File: config.mk
export PLATFORM = sky130hd
export DESIGN_NAME = load_store_unit_flat
export DESIGN_NICKNAME = d
export VERILOG_FILES = /design/src/rtl/lsu_pkg.sv /design/src/rtl/lsu_if.sv /design/src/rtl/lsu_lane_align.sv /design/src/rtl/load_store_unit.sv /design/src/flat_wrapper.sv
export SDC_FILE = /design/constraint.sdc
export NUM_CORES = 1
export LEC_CHECK = 0
export ABC_CLOCK_PERIOD_IN_PS = 3790
export CORE_ASPECT_RATIO = 1.4
export CORE_MARGIN = 1.5
export CORE_UTILIZATION = 52
export DETAILED_ROUTE_END_ITERATION = 8
export GPL_TIMING_DRIVEN = 0
export PLACE_DENSITY = 0.86
export SLEW_MARGIN = 10
export SYNTH_ARGS = -nofsm -noshare
export SYNTH_HDL_FRONTEND = slang
export SYNTH_SLANG_ARGS = --single-unit
File: constraint.sdc
create_clock -name clk -period 3.79 [get_ports clk]
set_input_delay 0.758 -clock clk [delete_from_list [all_inputs] [get_ports clk]]
set_output_delay 0.758 -clock clk [all_outputs]
set_load 0.05 [all_outputs]
File: src/rtl/lsu_pkg.sv
// Shared encodings for the load/store unit: access sizes, FSM states and the
// alignment rule used to reject requests before they reach memory.
package lsu_pkg;

  typedef enum logic [1:0] {
    SZ_BYTE = 2'b00,
    SZ_HALF = 2'b01,
    SZ_WORD = 2'b10,
    SZ_ILL  = 2'b11
  } size_e;

  typedef enum logic [2:0] {
    ST_IDLE,
    ST_READ,
    ST_WRITE,
    ST_RMW_RD,
    ST_RMW_WR,
    ST_RESP
  } state_e;

  // Halves need an even offset, words a zero offset; the 11 encoding is never legal.
  function automatic logic is_misaligned(input size_e size, input logic [1:0] offset);
    case (size)
      SZ_BYTE: is_misaligned = 1'b0;
      SZ_HALF: is_misaligned = offset[0];
      SZ_WORD: is_misaligned = (offset != 2'b00);
      default: is_misaligned = 1'b1;
    endcase
  endfunction

endpackage

File: src/rtl/lsu_if.sv
// Request/response channel between the datapath (master) and the load/store unit (slave).
interface lsu_if #(
  parameter int ADDR_W = 18
);
  logic              req_valid;
  logic              req_ready;
  logic              req_write;
  logic [1:0]        req_size;
  logic              req_unsigned;
  logic [ADDR_W+1:0] req_addr;
  logic [31:0]       req_wdata;
  logic              resp_valid;
  logic              resp_err;
  logic [31:0]       resp_rdata;

  modport master (
    output req_valid, req_write, req_size, req_unsigned, req_addr, req_wdata,
    input  req_ready, resp_valid, resp_err, resp_rdata
  );

  modport slave (
    input  req_valid, req_write, req_size, req_unsigned, req_addr, req_wdata,
    output req_ready, resp_valid, resp_err, resp_rdata
  );
endinterface

File: src/rtl/lsu_lane_align.sv
// Combinational lane steering: extracts and extends a load lane from a memory word,
// and merges store lanes over the old word for read-modify-write.
module lsu_lane_align
  import lsu_pkg::*;
(
  input  size_e       i_size,
  input  logic        i_unsigned,
  input  logic [1:0]  i_offset,
  input  logic [31:0] i_wdata,
  input  logic [31:0] i_word,
  output logic [31:0] o_load_data,
  output logic [31:0] o_merged
);

  logic [31:0] w_shifted;
  logic [31:0] w_store_lanes;
  logic [3:0]  w_byte_en;

  assign w_shifted     = i_word >> {i_offset, 3'b000};
  assign w_store_lanes = i_wdata << {i_offset, 3'b000};

  always_comb begin
    o_load_data = i_word;
    case (i_size)
      SZ_BYTE: o_load_data = {{24{~i_unsigned & w_shifted[7]}}, w_shifted[7:0]};
      SZ_HALF: o_load_data = {{16{~i_unsigned & w_shifted[15]}}, w_shifted[15:0]};
      default: o_load_data = i_word;
    endcase
  end

  always_comb begin
    w_byte_en = 4'b1111;
    case (i_size)
      SZ_BYTE: w_byte_en = 4'b0001 << i_offset;
      SZ_HALF: w_byte_en = 4'b0011 << i_offset;
      default: w_byte_en = 4'b1111;
    endcase
  end

  genvar gi;
  generate
    for (gi = 0; gi < 4; gi++) begin : g_lane
      assign o_merged[8*gi +: 8] = w_byte_en[gi] ? w_store_lanes[8*gi +: 8] : i_word[8*gi +: 8];
    end
  endgenerate

endmodule

File: src/rtl/load_store_unit.sv
// Byte-addressed load/store front end for a word-addressed memory. Sub-word stores
// go through read-modify-write; misaligned requests are answered without memory access.
module load_store_unit
  import lsu_pkg::*;
#(
  parameter int ADDR_W = 18
) (
  input  logic              clk,
  input  logic              reset,
  lsu_if.slave              bus,
  output logic              mem_read,
  output logic              mem_write,
  output logic [ADDR_W-1:0] mem_address,
  output logic [31:0]       mem_write_data,
  input  logic [31:0]       mem_read_data
);

  state_e            r_state;
  size_e             r_size;
  logic              r_unsigned;
  logic [1:0]        r_offset;
  logic [31:0]       r_wdata;
  logic              r_req_ready;
  logic              r_resp_valid;
  logic              r_resp_err;
  logic [31:0]       r_resp_rdata;
  logic              r_mem_read;
  logic              r_mem_write;
  logic [ADDR_W-1:0] r_mem_address;
  logic [31:0]       r_mem_write_data;

  size_e             w_req_size;
  logic [31:0]       w_load_data;
  logic [31:0]       w_merged;

  assign w_req_size = size_e'(bus.req_size);

  lsu_lane_align u_lane_align (
    .i_size      (r_size),
    .i_unsigned  (r_unsigned),
    .i_offset    (r_offset),
    .i_wdata     (r_wdata),
    .i_word      (mem_read_data),
    .o_load_data (w_load_data),
    .o_merged    (w_merged)
  );

  // Strobes are registered on the transition into each state so they hold for the whole cycle.
  always_ff @(posedge clk) begin
    if (reset) begin
      r_state          <= ST_IDLE;
      r_size           <= SZ_BYTE;
      r_unsigned       <= 1'b0;
      r_offset         <= 2'b00;
      r_wdata          <= '0;
      r_req_ready      <= 1'b1;
      r_resp_valid     <= 1'b0;
      r_resp_err       <= 1'b0;
      r_resp_rdata     <= '0;
      r_mem_read       <= 1'b0;
      r_mem_write      <= 1'b0;
      r_mem_address    <= '0;
      r_mem_write_data <= '0;
    end else begin
      r_resp_valid <= 1'b0;
      r_mem_read   <= 1'b0;
      r_mem_write  <= 1'b0;
      r_req_ready  <= 1'b0;
      case (r_state)
        ST_IDLE: begin
          r_req_ready <= 1'b1;
          if (bus.req_valid) begin
            r_req_ready   <= 1'b0;
            r_size        <= w_req_size;
            r_unsigned    <= bus.req_unsigned;
            r_offset      <= bus.req_addr[1:0];
            r_wdata       <= bus.req_wdata;
            r_mem_address <= bus.req_addr[ADDR_W+1:2];
            if (is_misaligned(w_req_size, bus.req_addr[1:0])) begin
              r_state      <= ST_RESP;
              r_resp_valid <= 1'b1;
              r_resp_err   <= 1'b1;
              r_resp_rdata <= '0;
            end else if (!bus.req_write) begin
              r_state    <= ST_READ;
              r_mem_read <= 1'b1;
            end else if (w_req_size == SZ_WORD) begin
              r_state          <= ST_WRITE;
              r_mem_write      <= 1'b1;
              r_mem_write_data <= bus.req_wdata;
            end else begin
              r_state    <= ST_RMW_RD;
              r_mem_read <= 1'b1;
            end
          end
        end
        ST_READ: begin
          r_state      <= ST_RESP;
          r_resp_valid <= 1'b1;
          r_resp_err   <= 1'b0;
          r_resp_rdata <= w_load_data;
        end
        ST_WRITE, ST_RMW_WR: begin
          r_state      <= ST_RESP;
          r_resp_valid <= 1'b1;
          r_resp_err   <= 1'b0;
          r_resp_rdata <= '0;
        end
        ST_RMW_RD: begin
          r_state          <= ST_RMW_WR;
          r_mem_write      <= 1'b1;
          r_mem_write_data <= w_merged;
        end
        ST_RESP: begin
          r_state     <= ST_IDLE;
          r_req_ready <= 1'b1;
        end
        default: begin
          r_state     <= ST_IDLE;
          r_req_ready <= 1'b1;
        end
      endcase
    end
  end

  assign bus.req_ready   = r_req_ready;
  assign bus.resp_valid  = r_resp_valid;
  assign bus.resp_err    = r_resp_err;
  assign bus.resp_rdata  = r_resp_rdata;
  assign mem_read        = r_mem_read;
  assign mem_write       = r_mem_write;
  assign mem_address     = r_mem_address;
  assign mem_write_data  = r_mem_write_data;

endmodule
File: src/flat_wrapper.sv
// flat-port wrapper written by rule: the top's interface ports become plain ports
module load_store_unit_flat import lsu_pkg::*;
#(
  parameter int ADDR_W = 18
)
  (clk, reset, mem_read, mem_write, mem_address, mem_write_data, mem_read_data, bus_req_valid, bus_req_write, bus_req_size, bus_req_unsigned, bus_req_addr, bus_req_wdata, bus_req_ready, bus_resp_valid, bus_resp_err, bus_resp_rdata);
  lsu_if #(.ADDR_W(ADDR_W)) bus_i ();
  input  logic clk;
  input  logic reset;
  output logic mem_read;
  output logic mem_write;
  output logic [ADDR_W-1:0] mem_address;
  output logic [31:0] mem_write_data;
  input  logic [31:0] mem_read_data;
  input wire logic [$bits(bus_i.req_valid)-1:0] bus_req_valid;
  input wire logic [$bits(bus_i.req_write)-1:0] bus_req_write;
  input wire logic [$bits(bus_i.req_size)-1:0] bus_req_size;
  input wire logic [$bits(bus_i.req_unsigned)-1:0] bus_req_unsigned;
  input wire logic [$bits(bus_i.req_addr)-1:0] bus_req_addr;
  input wire logic [$bits(bus_i.req_wdata)-1:0] bus_req_wdata;
  output wire logic [$bits(bus_i.req_ready)-1:0] bus_req_ready;
  output wire logic [$bits(bus_i.resp_valid)-1:0] bus_resp_valid;
  output wire logic [$bits(bus_i.resp_err)-1:0] bus_resp_err;
  output wire logic [$bits(bus_i.resp_rdata)-1:0] bus_resp_rdata;
  assign bus_i.req_valid = bus_req_valid;
  assign bus_i.req_write = bus_req_write;
  assign bus_i.req_size = bus_req_size;
  assign bus_i.req_unsigned = bus_req_unsigned;
  assign bus_i.req_addr = bus_req_addr;
  assign bus_i.req_wdata = bus_req_wdata;
  assign bus_req_ready = bus_i.req_ready;
  assign bus_resp_valid = bus_i.resp_valid;
  assign bus_resp_err = bus_i.resp_err;
  assign bus_resp_rdata = bus_i.resp_rdata;
  load_store_unit #(.ADDR_W(ADDR_W)) u_core (.clk(clk), .reset(reset), .bus(bus_i), .mem_read(mem_read), .mem_write(mem_write), .mem_address(mem_address), .mem_write_data(mem_write_data), .mem_read_data(mem_read_data));
endmodule
==> metrics.txt, run 1 <==
cell mode on critical path=buf_4; post-route setup TNS=0 ns; period utilisation layout=72.70%; crit path time final=2.755 ns; mean area per synthesized cell=8.336 µm²; Initial DRC Count=620; Num CTS Buffers=17; RSZ-0062 raised after global routing=no; Post-CTS Repair Setup Buffers=0; first-pass GRT wire length=36350 µm; Buffers on Ports=177; R2R depth=5; most frequent cells after synthesis=nand2_1, dfxtp_1, a21oi_1; Post-Syn Area=0.006127 mm²; Post-Synthesis Cells=735; fmax=362.9 MHz; hpwl dp=17910 µm; element type at the critical path end=flop; Primary FF master, synth=dfxtp_1; nets=1022; Via Count=6702; Setup CP Type=in -> reg; worst-path cell chain=clkdlybuf4s50_1 -> nor4b_1 -> and2_1 -> buf_4 -> buf_4 -> a221o_1; Site Rows=46; clk root buf=clkbuf_16; #FFs+latches synth=127; Post-CTS Resized=0; hold-fix buffers at CTS=0; DRT Wirelength=24020 µm; Synth warnings=0; Worst-Skew Late Latency=0.43 ns; post-DR vias/cell=6.160; top cells by area, synth=dfxtp_1, nand2_1, mux2i_1; Finish-stage setup viols=0; WHS Path Cells=2; Pwr per Cell Area=490.4 mW/mm²; Routed WL per cell=22.07 µm; CTS tree=built; count leader, synth=nand2_1; vias in the first global route=6658; die height=131.4 µm; Async S/R FF share, synth=0%; max cap viols=0; Hold Violations, Final=0; GP Congestion=0.9167; Core ar.=0.01140 mm²; Pleak=0.003088 µW; Congestion Overflow GR=0; # clock sinks=127; number of enable flip-flop cells after synthesis=0; starting density of the core=53.77%; max_slew headroom=12.14%; Worst IR Drop VDD=296.0 µV; Worst EP arrival=3.12 ns; Total GRT Usage=38.97%; WP data required=4.16 ns; Startpoint Class=input port; DRC Markers=0; antenna violations before repair=0; Clock Tree Buf Depth=2; hold crit path type=reg -> reg; measured slew at the worst slew-check pin=1.300 ns; layout cells sized above 1=9.004%; Ant. Diodes=0; pins over their slew limit=0; Final Util=76.45%; Sequential cell area=0.002542 mm²; largest area contributor in the netlist=dfxtp_1; Final Skew=0.01026 ns; Worst-path clk slew=0.06 ns; DIE AREA=0.01245 mm²; post-place setup slack=0.7374 ns; Mapped Nets=826; Worst Slack Setup Final=1.035 ns; post-synth cell types=46; ANT nets after route=0; Multi-input gate area=0.003228 mm²; Pre-Repair DR Iteration Count=6; status=finished, final reports clean; Ports=178; Yosys top cell area share=41.49%; Die X=94.74 µm; H-Tree Depth=4; Filler cells=782; CP peak stage delay=1.08 ns; sequential share of the synthesized area=41.49%; largest net degree at the start of global routing=17; Max FO, Critical Path=10; Worst path slowest cell=nor4b_1; P&R area growth vs syn=42.19%
==> report_power, final <==
| part | leakage (µW) | switching, µW | internal [µW] |
|---|---|---|---|
| clock network | 0.000297 | 679 | 1110 |
| registers | 0.00103 | 71.0 | 1430 |
| logic | 0.00176 | 630 | 354 |
==> metal layers <==
| metal | global-route usage [%] | wire (µm) |
|---|---|---|
| met1 | 45.75 | 8923 |
| met2 | 63.65 | 11890 |
| met3 | 9.491 | 1970 |
| met4 | 21.56 | 1231 |
| met5 | 0 | 0 |
==> kinds of logic after synthesis <==
| group | share of synthesized area [%] |
|---|---|
| AND/OR/NAND/NOR | 18.66 |
| multiplexers | 9.516 |
| AO/OA/AOI/OAI | 24.50 |
| buffers and inverters | 5.820 |
| flip-flops | 41.49 |
==> per-stage QoR <==
step | total power (µW) | hold WS, ns | instance area (µm²) | std cells
2_1_floorplan | 2095 | 0.4357 | 6127 | 735
4_1_cts | 4242 | 0.4570 | 8712 | 1088
6_report | 4273 | 0.4566 | 8712 | 1088
5_1_grt | 4381 | 0.4740 | 8712 | 1088
3_3_place_gp | 2460 | 0.4421 | 8079 | 1056
3_5_place_dp | 2485 | 0.4493 | 8079 | 1056
==> final timing paths <==
kind	start	end	slack, ns
hold reg to reg	u_core.mem_write_data[29]	u_core.mem_write_data[29]	0.46
hold / removal	u_core.mem_write_data[29]	u_core.mem_write_data[29]	0.46
setup reg to reg	u_core.r_state[0]	u_core.bus.resp_rdata[24]	1.45
setup / recovery	reset	u_core.bus.resp_rdata[24]	1.03
==> registers in the layout (all words and copies together), names as in the netlist <==
signal,cells
u_core.mem_write,1
u_core.r_offset,2
u_core.r_state,3
u_core.mem_read,1
u_core.bus.resp_rdata,32
u_core.mem_address,18
u_core.mem_write_data,32
u_core.bus.resp_valid,1
u_core.bus.req_ready,1
u_core.r_wdata,32
u_core.r_size,2
u_core.r_unsigned,1
u_core.bus.resp_err,1
==> cell usage in the layout (no fill, tap or decap), drive strengths merged, types with 17 or more instances in the layout <==
cell type	count
a21oi	83
a221o	17
buf	30
clkbuf	51
clkdlybuf4s50	177
dfxtp	127
mux2i	47
nand2	166
nor2	54
o211ai	38
o21ai	20
==> cell type report <==
class	instances	area share (%)
inverter	12	0.5170
sequential	127	29.18
timing repair buffer	177	20.34
clock buffer	17	4.883
tap	144	2.068
clock inverter	15	2.384
buffer	64	3.576
multi-input combinational	532	37.05
==> worst max-delay path: cells and delay by family <==
family | cells | cell delay (ns)
AOI/OAI and AO/OA | 1 | 0.15
buffers and inverters | 3 | 0.87
and+or+nand+nor | 2 | 1.33
Power figures use the tool's default switching activity.
==> inputs of run 2 (changes only) <==
Settings changed: ABC_CLOCK_PERIOD_IN_PS 3790 to 2650, CORE_UTILIZATION 52 to 48, PLACE_DENSITY 0.86 to 0.8.
Clock period 3.79 ns to 2.65 ns, I/O delays scaled along.
==> run 2 against run 1 <==
Via count down 4.6%. Cell count is 0.55% higher. Die area is 8.1% higher. Count of clock-buffer cells in the layout unchanged. Combinational power up 39%. Core utilization fell by 6.3 points. Routed wire length shrank 13%. Highest routed layer unchanged.
==> metrics.txt, run 2 (same netlist as run 1, synthesis figures left out) <==
status=finished, final reports clean (unchanged); max_slew headroom=53.64% (was 12.14%); DIE AREA=0.01346 mm² (was 0.01245 mm²); layout cells sized above 1=9.110% (was 9.004%); Initial DRC Count=466 (was 620); starting density of the core=49.52% (was 53.77%); Core ar.=0.01237 mm² (was 0.01140 mm²); RSZ-0062 raised after global routing=no (unchanged); Post-CTS Repair Setup Buffers=0 (unchanged); reg-to-reg endpoint=u_core.mem_write_data[7] (was u_core.bus.resp_rdata[24]); die height=136.7 µm (was 131.4 µm); DRT Wirelength=20850 µm (was 24020 µm); flop2flop setup slack=0.51 ns (was 1.45 ns); Worst IR Drop VDD=506.8 µV (was 296.0 µV); Worst-Skew Late Latency=0.42 ns (was 0.43 ns); vias in the first global route=5980 (was 6658); element type at the critical path end=flop (unchanged); largest net degree at the start of global routing=17 (unchanged); Buffers on Ports=177 (unchanged); Total GRT Usage=30.43% (was 38.97%); Pwr per Cell Area=669.5 mW/mm² (was 490.4 mW/mm²); max cap viols=0 (unchanged); R2R depth=6 (was 5); CTS tree=built (unchanged); hold crit path type=reg -> reg (unchanged); Routed WL per cell=19.06 µm (was 22.07 µm); H-Tree Depth=4 (unchanged); first-pass GRT wire length=31470 µm (was 36350 µm); GP Congestion=0.9989 (was 0.9167); Worst EP arrival=2.67 ns (was 3.12 ns); Startpoint Class=input port (unchanged); Via Count=6392 (was 6702); ANT nets after route=0 (unchanged); fmax=418.4 MHz; Num CTS Buffers=17 (unchanged); Filler cells=998 (was 782); Final Util=70.14% (was 76.45%); pins over their slew limit=0 (unchanged); Site Rows=48 (was 46); Hold Crit Start=u_core.r_wdata[24] (was u_core.mem_write_data[29]); Setup CP Type=in -> reg (unchanged); crit path time final=2.390 ns; Pre-Repair DR Iteration Count=8 (was 6); Reg-to-Reg Start=u_core.r_state[2] (was u_core.r_state[0]); measured slew at the worst slew-check pin=0.6881 ns (was 1.300 ns); Ant. Diodes=0 (unchanged); Final Skew=0.01033 ns (was 0.01026 ns); period utilisation layout=90.19%; Finish-stage setup viols=0 (unchanged); hold-fix buffers at CTS=0 (unchanged); Ports=178 (unchanged); antenna violations before repair=0 (unchanged); Congestion Overflow GR=0 (unchanged); commonest non-fill, non-tap cell in the layout=clkdlybuf4s50_1 (unchanged); Worst-path clk slew=0.06 ns (about the same); Clock Tree Buf Depth=2 (unchanged); hold endpoint=u_core.r_wdata[24] (was u_core.mem_write_data[29]); Hold Violations, Final=0 (unchanged); most frequent cells in the layout=clkdlybuf4s50_1, nand2_1, dfxtp_1, a21oi_1, nor2_1 (unchanged); final hold slack=0.4563 ns (was 0.4566 ns); Pleak=0.003062 µW (was 0.003088 µW); # clock sinks=127 (unchanged); nets=1022 (unchanged); hpwl dp=15870 µm (was 17910 µm); Die X=98.49 µm (was 94.74 µm); Max FO, Critical Path=10 (unchanged); DRC Markers=0 (unchanged); clk root buf=clkbuf_16 (unchanged); P&R area growth vs syn=41.62% (was 42.19%); WP data required=2.93 ns (was 4.16 ns); Post-CTS Resized=0 (unchanged); post-DR vias/cell=5.843 (was 6.160); WHS Path Cells=2 (unchanged)
-- run 2: layout make-up --
| class | count | area [µm²] | area share (%) |
|---|---|---|---|
| Multi-Input combinational cell | 532 | 3234 | 37.27 |
| Sequential cell | 127 | 2542 | 29.30 |
| Timing Repair Buffer | 177 | 1772 | 20.42 |
| Clock buffer | 17 | 425.4 | 4.903 |
| Buffer | 64 | 311.5 | 3.590 |
| Tap cell | 150 | 187.7 | 2.163 |
| Clock inverter | 15 | 158.9 | 1.831 |
| Inverter | 12 | 45.04 | 0.5191 |
-- run 2: how the worst max path moves through the flow --
stage	startpoint	endpoint
2_1_floorplan	bus_req_addr[1]	u_core.mem_write_data[22]
3_3_place_gp	reset	u_core.bus.resp_rdata[23]
3_5_place_dp	reset	u_core.bus.resp_rdata[27]
4_1_cts	bus_req_addr[0]	u_core.mem_write_data[28]
5_1_grt	bus_req_addr[0]	u_core.mem_write_data[29]
6_report	bus_req_addr[0]	u_core.mem_write_data[28]
-- run 2: stage by stage --
step | total power (µW) | setup TNS (ns) | worst slack, ns | area (µm²) | std cells
after floorplan | 2996 | 0 | 0.7962 | 6127 | 735
after global placement | 3513 | -1.307 | -0.07400 | 8087 | 1062
after detailed placement | 3522 | -3.345 | -0.1373 | 8087 | 1062
after CTS | 5796 | 0 | 0.2873 | 8671 | 1094
after global routing | 5995 | 0 | 0.07708 | 8677 | 1094
final | 5810 | 0 | 0.2600 | 8677 | 1094
-- run 2: metal layers --
layer	vias up	share of wire, %	track usage [%]	wire (µm)
met4	0	4.9	17.14	1014
met2	335	50	52.25	10390
li1	3024	-	-	-
met3	65	7.4	6.742	1551
met5	-	0	0	0
met1	2968	38	34.89	7893
-- run 2: critical path: stages --
cell	delay (ns)
clkdlybuf4s50_1	0.54
a21oi_1	0.12
o21ai_0	0.58
nand2_1	0.33
clkbuf_1	0.32
o211ai_1	0.17
a21oi_1	0.09
-- run 2: report_power, final --
part           internal [µW]  total, µW  switching (µW)
clock network           1390       2300             913
logic                    506       1370             860
registers               2050       2140            93.6
